--- src/rtl/ejtag_pkg.sv ---
// Shared EJTAG trace definitions: RX lock FSM states, PCST codes, interval counter width.
package ejtag_pkg;

    typedef enum logic [1:0] {
        ST_UNLOCK = 2'd0,
        ST_ACQ    = 2'd1,
        ST_LOCK   = 2'd2
    } rx_state_e;

    localparam logic [2:0] PCST_STL  = 3'b000;
    localparam logic [2:0] PCST_JMP  = 3'b001;
    localparam logic [2:0] PCST_BRT  = 3'b010;
    localparam logic [2:0] PCST_EXP  = 3'b011;
    localparam logic [2:0] PCST_SEQ  = 3'b100;
    localparam logic [2:0] PCST_TSQ  = 3'b101;
    localparam logic [2:0] PCST_TST  = 3'b110;
    localparam logic [2:0] PCST_JMPS = 3'b111;

    localparam int INTV_W = 3;

endpackage

--- src/rtl/ejtag_dclk_rx_fifo.sv ---
// Synchronous FIFO for captured trace words; accepts push and pop together even when full.
module ejtag_dclk_rx_fifo #(
    parameter int WIDTH = 4,
    parameter int DEPTH = 8
) (
    input  logic             clk,
    input  logic             rst,
    input  logic             push,
    input  logic             pop,
    input  logic [WIDTH-1:0] din,
    output logic [WIDTH-1:0] dout,
    output logic             full,
    output logic             empty
);
    localparam int AW = $clog2(DEPTH);
    localparam logic [AW:0] FULL_CNT = (AW + 1)'(DEPTH);

    logic [AW-1:0]    wr_ptr_q, wr_ptr_d;
    logic [AW-1:0]    rd_ptr_q, rd_ptr_d;
    logic [AW:0]      count_q, count_d;
    logic [WIDTH-1:0] mem_q [DEPTH];
    logic [WIDTH-1:0] mem_d [DEPTH];
    logic             do_push, do_pop;

    assign full  = (count_q == FULL_CNT);
    assign empty = (count_q == '0);
    assign dout  = empty ? '0 : mem_q[rd_ptr_q];

    // A full FIFO still takes a push when the head leaves in the same cycle.
    assign do_pop  = pop & ~empty;
    assign do_push = push & (~full | do_pop);

    always_comb begin
        mem_d    = mem_q;
        wr_ptr_d = wr_ptr_q;
        rd_ptr_d = rd_ptr_q;
        count_d  = count_q;
        if (do_push) begin
            mem_d[wr_ptr_q] = din;
            wr_ptr_d        = wr_ptr_q + 1'b1;
        end
        if (do_pop) begin
            rd_ptr_d = rd_ptr_q + 1'b1;
        end
        case ({do_push, do_pop})
            2'b10:   count_d = count_q + 1'b1;
            2'b01:   count_d = count_q - 1'b1;
            default: count_d = count_q;
        endcase
    end

    always_ff @(posedge clk) begin
        if (rst) begin
            wr_ptr_q <= '0;
            rd_ptr_q <= '0;
            count_q  <= '0;
        end else begin
            wr_ptr_q <= wr_ptr_d;
            rd_ptr_q <= rd_ptr_d;
            count_q  <= count_d;
        end
    end

    always_ff @(posedge clk) begin
        mem_q <= mem_d;
    end

endmodule

--- src/rtl/ejtag_dclk_rx.sv ---
// EJTAG PC-trace strobe receiver: cadence lock FSM, sticky flags, capture FIFO.
// Optional EJT_DCLK_RX_STALL_FILTER_EN drops STL words from the FIFO while still using them for lock.
module ejtag_dclk_rx
    import ejtag_pkg::*;
#(
    parameter int TPC_W    = 1,
    parameter int DEPTH    = 8,
    parameter int LOCK_CNT = 4
) (
    input  logic             CLK,
    input  logic             RESET,
    input  logic [1:0]       CFG_EJTNMINUS1,
    input  logic             EJT_DREN,
    input  logic [2:0]       EJT_PCST,
    input  logic [TPC_W-1:0] EJT_TPC,
    output logic             RX_VALID_R,
    output logic [TPC_W+2:0] RX_DATA,
    input  logic             RX_READY,
    output logic             RX_LOCK_R,
    output logic             RX_ERR_R,
    output logic             RX_OVF_R,
    input  logic             ERR_CLR
);
    localparam logic [3:0] LOCK_CNT_V = 4'(LOCK_CNT);

    rx_state_e         state_q, state_d;
    logic [INTV_W-1:0] intv_q, intv_d;
    logic [3:0]        match_cnt_q, match_cnt_d;
    logic [1:0]        cfgn_q, cfgn_d;
    logic              err_q, err_d;
    logic              ovf_q, ovf_d;

    logic match, late, cfg_chg, capture, push, pop, err_set, ovf_set;
    logic fifo_full, fifo_empty;

    assign match   = EJT_DREN & (intv_q == {1'b0, cfgn_q});
    assign late    = ~EJT_DREN & (({1'b0, intv_q} + 4'd1) > {2'b00, cfgn_q});
    assign cfg_chg = (CFG_EJTNMINUS1 != cfgn_q);
    assign capture = (state_q == ST_LOCK) & match;

`ifdef EJT_DCLK_RX_STALL_FILTER_EN
    assign push = capture & (EJT_PCST != PCST_STL);
`else
    assign push = capture;
`endif

    assign pop     = RX_VALID_R & RX_READY;
    assign ovf_set = push & fifo_full & ~pop;

    always_comb begin
        intv_d      = EJT_DREN ? '0 : ((intv_q == '1) ? intv_q : intv_q + 1'b1);
        cfgn_d      = CFG_EJTNMINUS1;
        state_d     = state_q;
        match_cnt_d = match_cnt_q;
        err_set     = 1'b0;
        // A configuration change restarts acquisition and outranks any cadence fault.
        if (cfg_chg) begin
            state_d     = ST_UNLOCK;
            match_cnt_d = '0;
        end else begin
            case (state_q)
                ST_UNLOCK: begin
                    if (EJT_DREN) begin
                        state_d     = ST_ACQ;
                        match_cnt_d = '0;
                    end
                end
                ST_ACQ: begin
                    if (match) begin
                        match_cnt_d = match_cnt_q + 4'd1;
                        if (match_cnt_q + 4'd1 == LOCK_CNT_V) state_d = ST_LOCK;
                    end else if (EJT_DREN | late) begin
                        state_d     = ST_UNLOCK;
                        match_cnt_d = '0;
                    end
                end
                ST_LOCK: begin
                    if ((EJT_DREN & ~match) | late) begin
                        state_d     = ST_UNLOCK;
                        match_cnt_d = '0;
                        err_set     = 1'b1;
                    end
                end
                default: begin
                    state_d     = ST_UNLOCK;
                    match_cnt_d = '0;
                end
            endcase
        end
        err_d = (err_q & ~ERR_CLR) | err_set;
        ovf_d = (ovf_q & ~ERR_CLR) | ovf_set;
    end

    always_ff @(posedge CLK) begin
        if (RESET) begin
            state_q     <= ST_UNLOCK;
            intv_q      <= '0;
            match_cnt_q <= '0;
            cfgn_q      <= CFG_EJTNMINUS1;
            err_q       <= 1'b0;
            ovf_q       <= 1'b0;
        end else begin
            state_q     <= state_d;
            intv_q      <= intv_d;
            match_cnt_q <= match_cnt_d;
            cfgn_q      <= cfgn_d;
            err_q       <= err_d;
            ovf_q       <= ovf_d;
        end
    end

    ejtag_dclk_rx_fifo #(
        .WIDTH (TPC_W + 3),
        .DEPTH (DEPTH)
    ) u_fifo (
        .clk   (CLK),
        .rst   (RESET),
        .push  (push),
        .pop   (pop),
        .din   ({EJT_PCST, EJT_TPC}),
        .dout  (RX_DATA),
        .full  (fifo_full),
        .empty (fifo_empty)
    );

    assign RX_VALID_R = ~fifo_empty;
    assign RX_LOCK_R  = (state_q == ST_LOCK);
    assign RX_ERR_R   = err_q;
    assign RX_OVF_R   = ovf_q;

endmodule

--- config.mk ---
export PLATFORM = sky130hd
export DESIGN_NAME = ejtag_dclk_rx
export DESIGN_NICKNAME = d
export VERILOG_FILES = /design/src/rtl/ejtag_pkg.sv /design/src/rtl/ejtag_dclk_rx_fifo.sv /design/src/rtl/ejtag_dclk_rx.sv
export SDC_FILE = /design/constraint.sdc
export NUM_CORES = 1
export LEC_CHECK = 0
export ABC_AREA = 1
export BUFFER_PORTS_ARGS = -buffer_cell sky130_fd_sc_hd__buf_2
export CAP_MARGIN = 30
export CORE_MARGIN = 5
export CORE_UTILIZATION = 59
export DETAILED_ROUTE_END_ITERATION = 6
export PLACE_DENSITY = 0.78
export RECOVER_POWER = 50
export SYNTH_ARGS = -nofsm -noshare
export SYNTH_HDL_FRONTEND = slang
export SYNTH_SLANG_ARGS = --single-unit
--- constraint.sdc ---
create_clock -name CLK -period 2.9 [get_ports CLK]
set_input_delay 0.58 -clock CLK [delete_from_list [all_inputs] [get_ports CLK]]
set_output_delay 0.58 -clock CLK [all_outputs]
set_load 0.02 [all_outputs]
After elaboration in Yosys (flattened, before gate mapping)
Index checks and enable logic that the tools add are counted.
{ "totals": {"elab_cells": 95, "reg_bits": 55, "input_bits": 11} }
{ "classes": {"muxes": 22, "order_cmp": 4, "addsub": 7, "reduce_logical": 8, "bitwise": 24, "n_eq_ne": 13} }
{ "ops": {"columns": ["op", "count"], "rows": [
  ["bitwise mux 32 bit", 1],
  ["2-to-1 mux 4 bit", 8],
  ["binary-select mux 4 bit (select 3 bit)", 1],
  ["demux 4 bit (select 3 bit)", 1],
  ["one-hot mux 4 bit (3 select lines)", 1],
  ["bitwise AND 1 bit", 11],
  ["2-to-1 mux 2 bit", 5],
  ["adder 3 x 1 -> 3 bit, second input constant", 3],
  ["adder 4 x 1 -> 4 bit, second input constant", 2],
  ["greater-or-equal comparator 4 bit, second input constant", 2],
  ["NOT 3 -> 4 bit", 2],
  ["one-hot mux 4 bit (2 select lines)", 1],
  ["!= test 3 bit, second input constant", 2],
  ["NOT 1 bit", 6],
  ["one-hot mux 2 bit (3 select lines)", 1],
  ["bitwise OR 1 bit", 5],
  ["adder 3 x 1 -> 4 bit, second input constant", 1],
  ["equality test 2 x 1 -> 1 bit, second input constant", 2],
  ["equality test 2 bit, second input constant", 2],
  ["equality test 4 x 3 -> 1 bit, second input constant", 1],
  ["equality test 4 bit, second input constant", 1],
  ["> comparator 4 x 2 -> 1 bit", 1],
  ["logical NOT 4 bit", 1],
  ["less-than comparator 4 x 1 -> 1 bit, second input constant", 1],
  ["other kinds (13)", 16]
]} }

Depth between registers and ports, before layout
Gate-level depths: netlist of the first run.
{ "logic_depth": {"word_depth": 9, "mapped_depth": 14, "mapped_depth_nobuf": 14} }

Cells and area by module
From an unflattened synthesis of the first run, not the netlist that was laid out.
{ "hier_totals": {"cells_unflattened": 298, "hier_area_um2": 2692.6} }
{ "modules_own_cells": {"columns": ["mod", "seq_area_each_um2", "cells_per_inst", "area_per_inst_um2", "n_inst"], "rows": [
  ["ejtag_dclk_rx_fifo", 1161.1, 186, 1898.1, 1],
  ["ejtag_dclk_rx", 260.2, 112, 794.5, 1]
]} }

Worst setup path before layout of the first run
OpenSTA, ideal clock, no wires.
{ "synth_timing": {"kind": "register to register", "start": "register intv_q[0]", "end": "register u_fifo.count_q[2]", "synth_period_minus_slack_ns": 2.197, "path_slack_ns": 0.703, "t_arrival_ns": 2.082, "required_ns": 2.785, "setup_time_ns": 0.115, "stages_incl_launch_ff": 13, "path_cell_list": "dfxtp_1 ha_1 nor3_2 nand2_2 nor2_4 nand2_4 ha_1 xor2_1 ha_1 a21oi_1 xor2_1 o21ai_0 inv_1"} }
{ "synth_via": {"elab_chain_cells": 6} }
{ "synth_rtl": {"columns": ["item", "line_no", "rtl"], "rows": [
  ["start: declaration", "ejtag_dclk_rx.sv:27", "logic [INTV_W-1:0] intv_q, intv_d;"],
  ["start signal: assignment", "ejtag_dclk_rx.sv:104", "intv_q <= intv_d;"],
  ["equality test 3 x 2 -> 1 bit (*)", "ejtag_dclk_rx.sv:36", "assign match = EJT_DREN & (intv_q == {1'b0, cfgn_q});"],
  ["bitwise AND 1 bit (*)", "ejtag_dclk_rx.sv:36", null],
  ["bitwise AND 1 bit (*)", "ejtag_dclk_rx.sv:39", "assign capture = (state_q == ST_LOCK) & match;"],
  ["bitwise AND 1 bit (*)", "ejtag_dclk_rx_fifo.sv:31", "assign do_push = push & (~full | do_pop);"],
  ["equality test 2 x 1 -> 1 bit / equality test 2 bit (equally long branches)", "ejtag_dclk_rx_fifo.sv:45", "case ({do_push, do_pop})"],
  ["one-hot mux 4 bit (2 select lines) / nonzero test 2 bit (equally long branches)", null, null],
  ["end signal: assignment", "ejtag_dclk_rx_fifo.sv:60", "count_q <= count_d;"],
  ["end: declaration", "ejtag_dclk_rx_fifo.sv:20", "logic [AW:0] count_q, count_d;"]
]} }
Every way passes the cells marked *; elsewhere a longest branch is shown, timed or not.
A chain may end at the register's enable or synchronous reset.

Worst setup path in the final report of the first run
Ends and elaborated chain as after synthesis.

==> metrics.md, run 1 <==
| Metric | Value |
|---|---|
| DRC Markers | `0` |
| DR pass1 iterations | `4` |
| CTS buffer count | `5` |
| Max cap viols | `0` |
| Initial antenna violation count | `0` |
| Final Cell Area | `0.00273 mm²` |
| Synthesized area per cell | `9.36 µm²` |
| Fillcell total | `323` |
| Flop pwr share | `0.452` |
| Hold WC Path Type | `in -> reg` |
| CP Launch Type | `flip-flop` |
| Starting Density | `0.618` |
| Vert. Die Dim | `75.2 µm` |
| Diode count | `0` |
| Worst-path clk slew | `90 ps` |
| Max clock buf depth | `2` |
| All-Layer GR Usage | `0.188` |
| Die area | `0.00565 mm²` |
| Global route overflow | `0` |
| Pleak | `0.00106 µW` |
| Hold Path Depth | `1` |
| Clock sinks | `55` |
| Setup CP Type | `reg -> reg` |
| Worst path required time | `3100 ps` |
| First-pass GRT wire length | `7880 µm` |
| Final Max Slew Viols | `0` |
| Worst EP arrival | `2610 ps` |
| Vias per cell | `5.57` |
| Slew @ Worst Pin | `703 ps` |
| Worst hold slack | `420 ps` |
| Initial detailed-routing violation count | `159` |
| Post-cts resize count | `0` |
| Num rows | `23` |
| Drt total wl | `4760 µm` |
| Library cells used by synthesis | `23` |
| Die width | `75.2 µm` |
| Peak VDD IR | `0.000306 V` |
| CTS tree | `yes` |
| Post-synthesis sequential area ratio | `0.567` |
| Setup crit end kind | `flip-flop` |
| Placed cell areas | `0.00265 mm²` |
| Switching power | `763 µW` |
| GPL Wtd Cong | `0.846` |
| Yosys reg bits | `55` |
| Combinational cell fraction of total power | `0.348` |
| Pre-CTS WS | `539 ps` |
| WL/cell | `14.0 µm` |
| RSZ-0062 raised after global routing | `no` |
| Tcrit/Tclk final | `0.833` |
| Clk root buf | `clkbuf_8` |
| Syn Std Cell Area | `0.00251 mm²` |
| Switch share | `0.376` |
| Internal | `1260 µW` |
| Final setup fails | `0` |
| Total vias in the final route | `1901` |
| Share of cells above drive strength 1 | `0.0722` |
| Syn Nets | `290` |
| Dpl cells | `333` |
| Setup ws final | `483 ps` |
| Max Fclk | `414 MHz` |
| Yosys warning total | `0` |
| Layout Cells excl Fill | `341` |
| Largest net degree at the start of global routing | `19` |
| Clock power share | `0.199` |
| Core area | `0.00406 mm²` |
| Final-report hold violation count | `0` |
| Power Density | `744 mW/mm²` |
| Rel. slew slack | `0.528` |
| Post-DRT Antenna Nets | `0` |
| Final setup TNS | `0 ps` |
| I/O pin count | `19` |
| Clk_lat worst skew | `300 ps` |
| Synth Instances | `268` |
| Critical Path Fanout Max | `9` |
| Worst-case reg-to-reg path depth | `12` |
| Final net count | `312` |
| Setup bufs post-CTS | `0` |
| Status | `finished clean` |
| Area grow syn2layout | `8.73%` |
| Htree depth | `2` |
| Post-DP HPWL | `3560 µm` |
| Hold Buf Count CTS | `0` |
| Final min period | `2420 ps` |
| Port bufs | `18` |
| Post-route clock skew | `6.11 ps` |
| Vias in the first global route | `1761` |
-- cell families after synthesis --
| kind of cell | count (synthesis) | share of synthesized area |
|---|---|---|
| AOI/OAI and AO/OA | 54 | 0.113 |
| xor gates and xnor gates | 8 | 0.0279 |
| adders and majority gates | 11 | 0.0549 |
| buffers and inverters | 31 | 0.0469 |
| DFF | 55 | 0.567 |
| and+or+nand+nor | 109 | 0.191 |
-- layout make-up --
type | instances | area [µm²] | share of cell area
clock buffer | 5 | 68.8 | 0.0252
clock inverter | 3 | 20.0 | 0.00734
multi-input combinational | 182 | 966 | 0.354
tap | 50 | 62.6 | 0.0229
sequential | 55 | 1420 | 0.521
inverter | 27 | 101 | 0.0372
timing repair buffer | 19 | 86.3 | 0.0317
-- cells in the mapped netlist --
cell	count	area, µm²
nor2_1	39	146
nand2_1	38	143
edfxtp_1	32	961
inv_1	27	101
o21ai_0	27	135
dfxtp_1	23	460
a21oi_1	18	90.1
nand3_1	12	60.1
ha_1	11	138
nor3_1	10	50.1
nand4_1	5	31.3
a31oi_1	4	25.0
o22ai_1	4	25.0
xnor2_1	4	35.0
xor2_1	4	35.0
clkbuf_1	3	11.3
a21boi_0	1	7.51
buf_2	1	5.00
nand2_2	1	6.26
nand2_4	1	11.3
nor2_4	1	11.3
nor3_2	1	10.0
or2_4	1	8.76
-- cells in the final DEF (no fill, tap or decap), drive strengths merged, types with 4 or more instances in the layout --
cell,netlist,routed
a21oi,18,18
a31oi,4,4
buf,1,10
clkbuf,3,14
dfxtp,23,23
edfxtp,32,32
ha,11,11
inv,27,27
nand2,40,40
nand3,12,12
nand4,5,5
nor2,40,40
nor3,11,11
o21ai,27,27
o22ai,4,4
xnor2,4,4
xor2,4,4
-- final timing paths --
path	startpoint	to	slack [ps]
hold reg to reg	RX_OVF_R	RX_OVF_R	480
setup reg to reg	intv_q[0]	u_fifo.count_q[2]	480
hold / removal	CFG_EJTNMINUS1[0]	cfgn_q[0]	420
setup / recovery	intv_q[0]	u_fifo.count_q[2]	480
-- critical path, cell delays in order (launching register included) --
cell and delay, ps:
dfxtp_1 350, ha_1 330, nor3_2 150, nand2_1 160, nor2_4 150, nand2_4 90
ha_1 230, xor2_1 240, ha_1 190, a21oi_1 50, xor2_1 160, o21ai_0 140
inv_1 50
-- sequential cells by signal (all words and copies together), names as in the netlist, 2 cells and up --
| name | flops |
|---|---|
| u_fifo.mem_q | 32 |
| match_cnt_q | 4 |
| u_fifo.count_q | 4 |
| intv_q | 3 |
| u_fifo.rd_ptr_q | 3 |
| u_fifo.wr_ptr_q | 3 |
| cfgn_q | 2 |
| state_q | 2 |
-- per-stage QoR --
step	utilization	total power (µW)
floorplan	-	1430
global placement	0.653	1610
detailed placement	0.653	1640
CTS	0.675	2040
global route	0.672	2160
finish	0.672	2030
-- power by group through the flow --
stage | Sequential, µW | Clock [µW] | Combinational, µW
after floorplan | 910 | 0 | 520
after global placement | 931 | 0 | 684
after detailed placement | 932 | 0 | 704
after CTS | 914 | 417 | 707
after global routing | 923 | 444 | 793
final | 917 | 404 | 706
-- metal layers --
metal	routed length, µm	track usage	part of all wire
met5	0	0	0
met4	104	0.0893	0.022
met3	180	0.0294	0.038
met2	2420	0.330	0.51
met1	2060	0.226	0.43
No activity file was read; power rests on OpenSTA's default activity.
==> inputs of run 2 (changes only) <==
--- a/config.mk
+++ b/config.mk
@@ -5,13 +5,13 @@
 export SDC_FILE = /design/constraint.sdc
 export NUM_CORES = 1
 export LEC_CHECK = 0
-export ABC_AREA = 1
+export ABC_AREA = 0
 export BUFFER_PORTS_ARGS = -buffer_cell sky130_fd_sc_hd__buf_2
 export CAP_MARGIN = 30
 export CORE_MARGIN = 5
-export CORE_UTILIZATION = 59
+export CORE_UTILIZATION = 53
 export DETAILED_ROUTE_END_ITERATION = 6
-export PLACE_DENSITY = 0.78
+export PLACE_DENSITY = 0.74
 export RECOVER_POWER = 50
 export SYNTH_ARGS = -nofsm -noshare
 export SYNTH_HDL_FRONTEND = slang
==> constraint.sdc (replaced) <==
create_clock -name CLK -period 2.2 [get_ports CLK]
set_input_delay 0.44 -clock CLK [delete_from_list [all_inputs] [get_ports CLK]]
set_output_delay 0.44 -clock CLK [all_outputs]
set_load 0.02 [all_outputs]
==> run 2 against run 1 <==
Largest cell class unchanged. Routed wire length up 1.8%. Maximum frequency up 12%. Power down 13%. Largest power group unchanged.
==> metrics.md, run 2 <==
| Metric | Value |
|---|---|
| Clk_lat worst skew | `310 ps` |
| Max clock buf depth | `2` |
| Final setup fails | `0` |
| EDFF count, synth | `32` |
| Starting Density | `0.543` |
| All-Layer GR Usage | `0.163` |
| Final Cell Area | `0.00308 mm²` |
| Post-DRT Antenna Nets | `0` |
| Final Max Slew Viols | `0` |
| Register area | `0.00143 mm²` |
| Die area | `0.00630 mm²` |
| Num rows | `25` |
| Cells taking the most area after synthesis | `edfxtp_1 (38%), dfxtp_1 (18%), mux4_2 (7.1%)` |
| Fillcell total | `351` |
| Area grow syn2layout | `20.7%` |
| Vias per cell | `5.58` |
| Max cap viols | `0` |
| Commonest cells in the synthesized netlist | `edfxtp_1 (32), dfxtp_1 (23), nor2_1 (23)` |
| Layout Cells excl Fill | `303` |
| Leading area contributor after synthesis | `edfxtp_1` |
| Largest net degree at the start of global routing | `18` |
| Top Registers | `u_fifo.mem_q x32, match_cnt_q x4, u_fifo.count_q x4` |
| Largest Register | `u_fifo.mem_q` |
| Yosys reg bits | `55` |
| Total vias in the final route | `1690` |
| Rel. slew slack | `0.756` |
| CP Launch Type | `flip-flop` |
| Vias in the first global route | `1545` |
| Worst path required time | `2440 ps` |
| Slew @ Worst Pin | `363 ps` |
| Peak VDD IR | `0.000292 V` |
| Final setup TNS | `0 ps` |
| Dpl cells | `292` |
| Synth top area share | `0.377` |
| DR pass1 iterations | `4` |
| Final-report hold violation count | `0` |
| Vert. Die Dim | `79.3 µm` |
| I/O pin count | `19` |
| Post-synthesis sequential area ratio | `0.558` |
| Worst hold slack | `266 ps` |
| Initial antenna violation count | `0` |
| Area of the multi-input gates | `0.00117 mm²` |
| Initial detailed-routing violation count | `87` |
| Max reg flops | `32` |
| Post-route clock skew | `5.07 ps` |
| Placed cell areas | `0.00288 mm²` |
| Library cells used by synthesis | `44` |
| Final min period | `2160 ps` |
| CTS buffer count | `5` |
| Critical Path Fanout Max | `2` |
| Setup crit end kind | `flip-flop` |
| Status | `finished clean` |
| RSZ-0062 raised after global routing | `yes` |
| Tcrit/Tclk final | `0.983` |
| First-pass GRT wire length | `7710 µm` |
| Drt total wl | `4840 µm` |
| Top_reg_cell synth | `edfxtp_1` |
| Most common cell in the netlist | `edfxtp_1` |
| Pleak | `0.00115 µW` |
| Most common cell after layout, fill and taps aside | `edfxtp_1` |
| Ys async rst share | `0` |
| Core area | `0.00469 mm²` |
| Max Fclk | `463 MHz` |
| Commonest non-fill, non-tap cells in the layout | `edfxtp_1 (32), buf_4 (25), nor2_1 (22)` |
| Share of cells above drive strength 1 | `0.341` |
| Die width | `79.3 µm` |
| Worst EP arrival | `2400 ps` |
| CTS tree | `yes` |
| Diode count | `0` |
| Hold WC Path Type | `in -> reg` |
| GPL Wtd Cong | `0.766` |
| Htree depth | `2` |
| Yosys warning total | `0` |
| Clk root buf | `clkbuf_8` |
| Power Density | `572 mW/mm²` |
| Final net count | `270` |
| Global route overflow | `0` |
| DRC Markers | `0` |
| Setup CP Type | `reg -> reg` |
| Synth Instances | `203` |
| Synthesized area per cell | `12.6 µm²` |
| Final core occ | `0.655` |
| Post-DP HPWL | `3400 µm` |
| Clock sinks | `55` |
| Syn Std Cell Area | `0.00255 mm²` |
| WL/cell | `16.0 µm` |
| Worst-path clk slew | `90 ps` |
| Port bufs | `18` |
| Syn Nets | `225` |
==> run 2: critical path, stage by stage (launching register included) <==
cell and delay, ps:
dfxtp_2 350, ha_4 260, nor2_4 90, and4_4 240, nand2_4 60, ha_4 170
xor2_1 130, ha_2 190, a21oi_2 30, xor2_1 140, or3_1 320, a21oi_2 120
==> run 2: final timing paths <==
path | start | end | slack, ps | cells after the start
worst max-delay path | intv_q[0] | u_fifo.count_q[2] | 40 | 11
worst max register to register | intv_q[0] | u_fifo.count_q[2] | 40 | 11
worst min register to register | match_cnt_q[3] | match_cnt_q[3] | 510 | 1
worst min-delay path | CFG_EJTNMINUS1[0] | cfgn_q[0] | 270 | 1
==> run 2: cell type report <==
type / count / share of cell area
clock buffer: 6 / 0.0236
clock inverter: 2 / 0.00529
inverter: 6 / 0.00732
multi-input combinational: 135 / 0.382
sequential: 55 / 0.465
tap: 54 / 0.0220
timing repair buffer: 45 / 0.0952
==> run 2: cell families (layout without fill, tap and decap cells) <==
kind of cell | Yosys count | count (layout) | share of synthesized area
AOI/OAI and AO/OA | 27 | 27 | 0.0717
xor gates and xnor gates | 11 | 11 | 0.0378
adders and majority gates | 11 | 11 | 0.0540
buffers and inverters | 13 | 59 | 0.0231
DFF | 55 | 55 | 0.558
muxes | 16 | 16 | 0.102
and+or+nand+nor | 70 | 70 | 0.154
==> run 2: repair_timing <==
action | 4_1_cts | 5_1_grt
endpoints found under the setup margin | 2 | 10
gates cloned | 1 | 0
pin swaps | 3 | 6
hold buffers | 0 | 0
setup buffers | 1 | 1
resized for setup | 3 | 15
==> run 2: per-layer routing <==
metal / track usage / wire length (µm) / vias to the layer above
li1: - / - / 837
met1: 0.246 / 2300 / 802
met2: 0.234 / 2220 / 45
met3: 0.0272 / 263 / 6
met4: 0.0619 / 65 / 0
met5: 0 / 0 / -
==> run 2: power by group <==
group	leakage (µW)	internal (µW)	switching [µW]	total, µW
Clock	0.0000418	229	331	560
Combinational	0.000630	45.3	56.0	101
Sequential	0.000477	1090	7.09	1100
Total	0.00115	1360	394	1760
==> run 2: per-stage QoR <==
step | worst slack [ps] | power (µW)
final | 38.4 | 1760
after floorplan | 3.71 | 1160
after global placement | 40.3 | 1200
after global routing | -78.0 | 1830
after detailed placement | -30.6 | 1200
after CTS | 12.3 | 1750
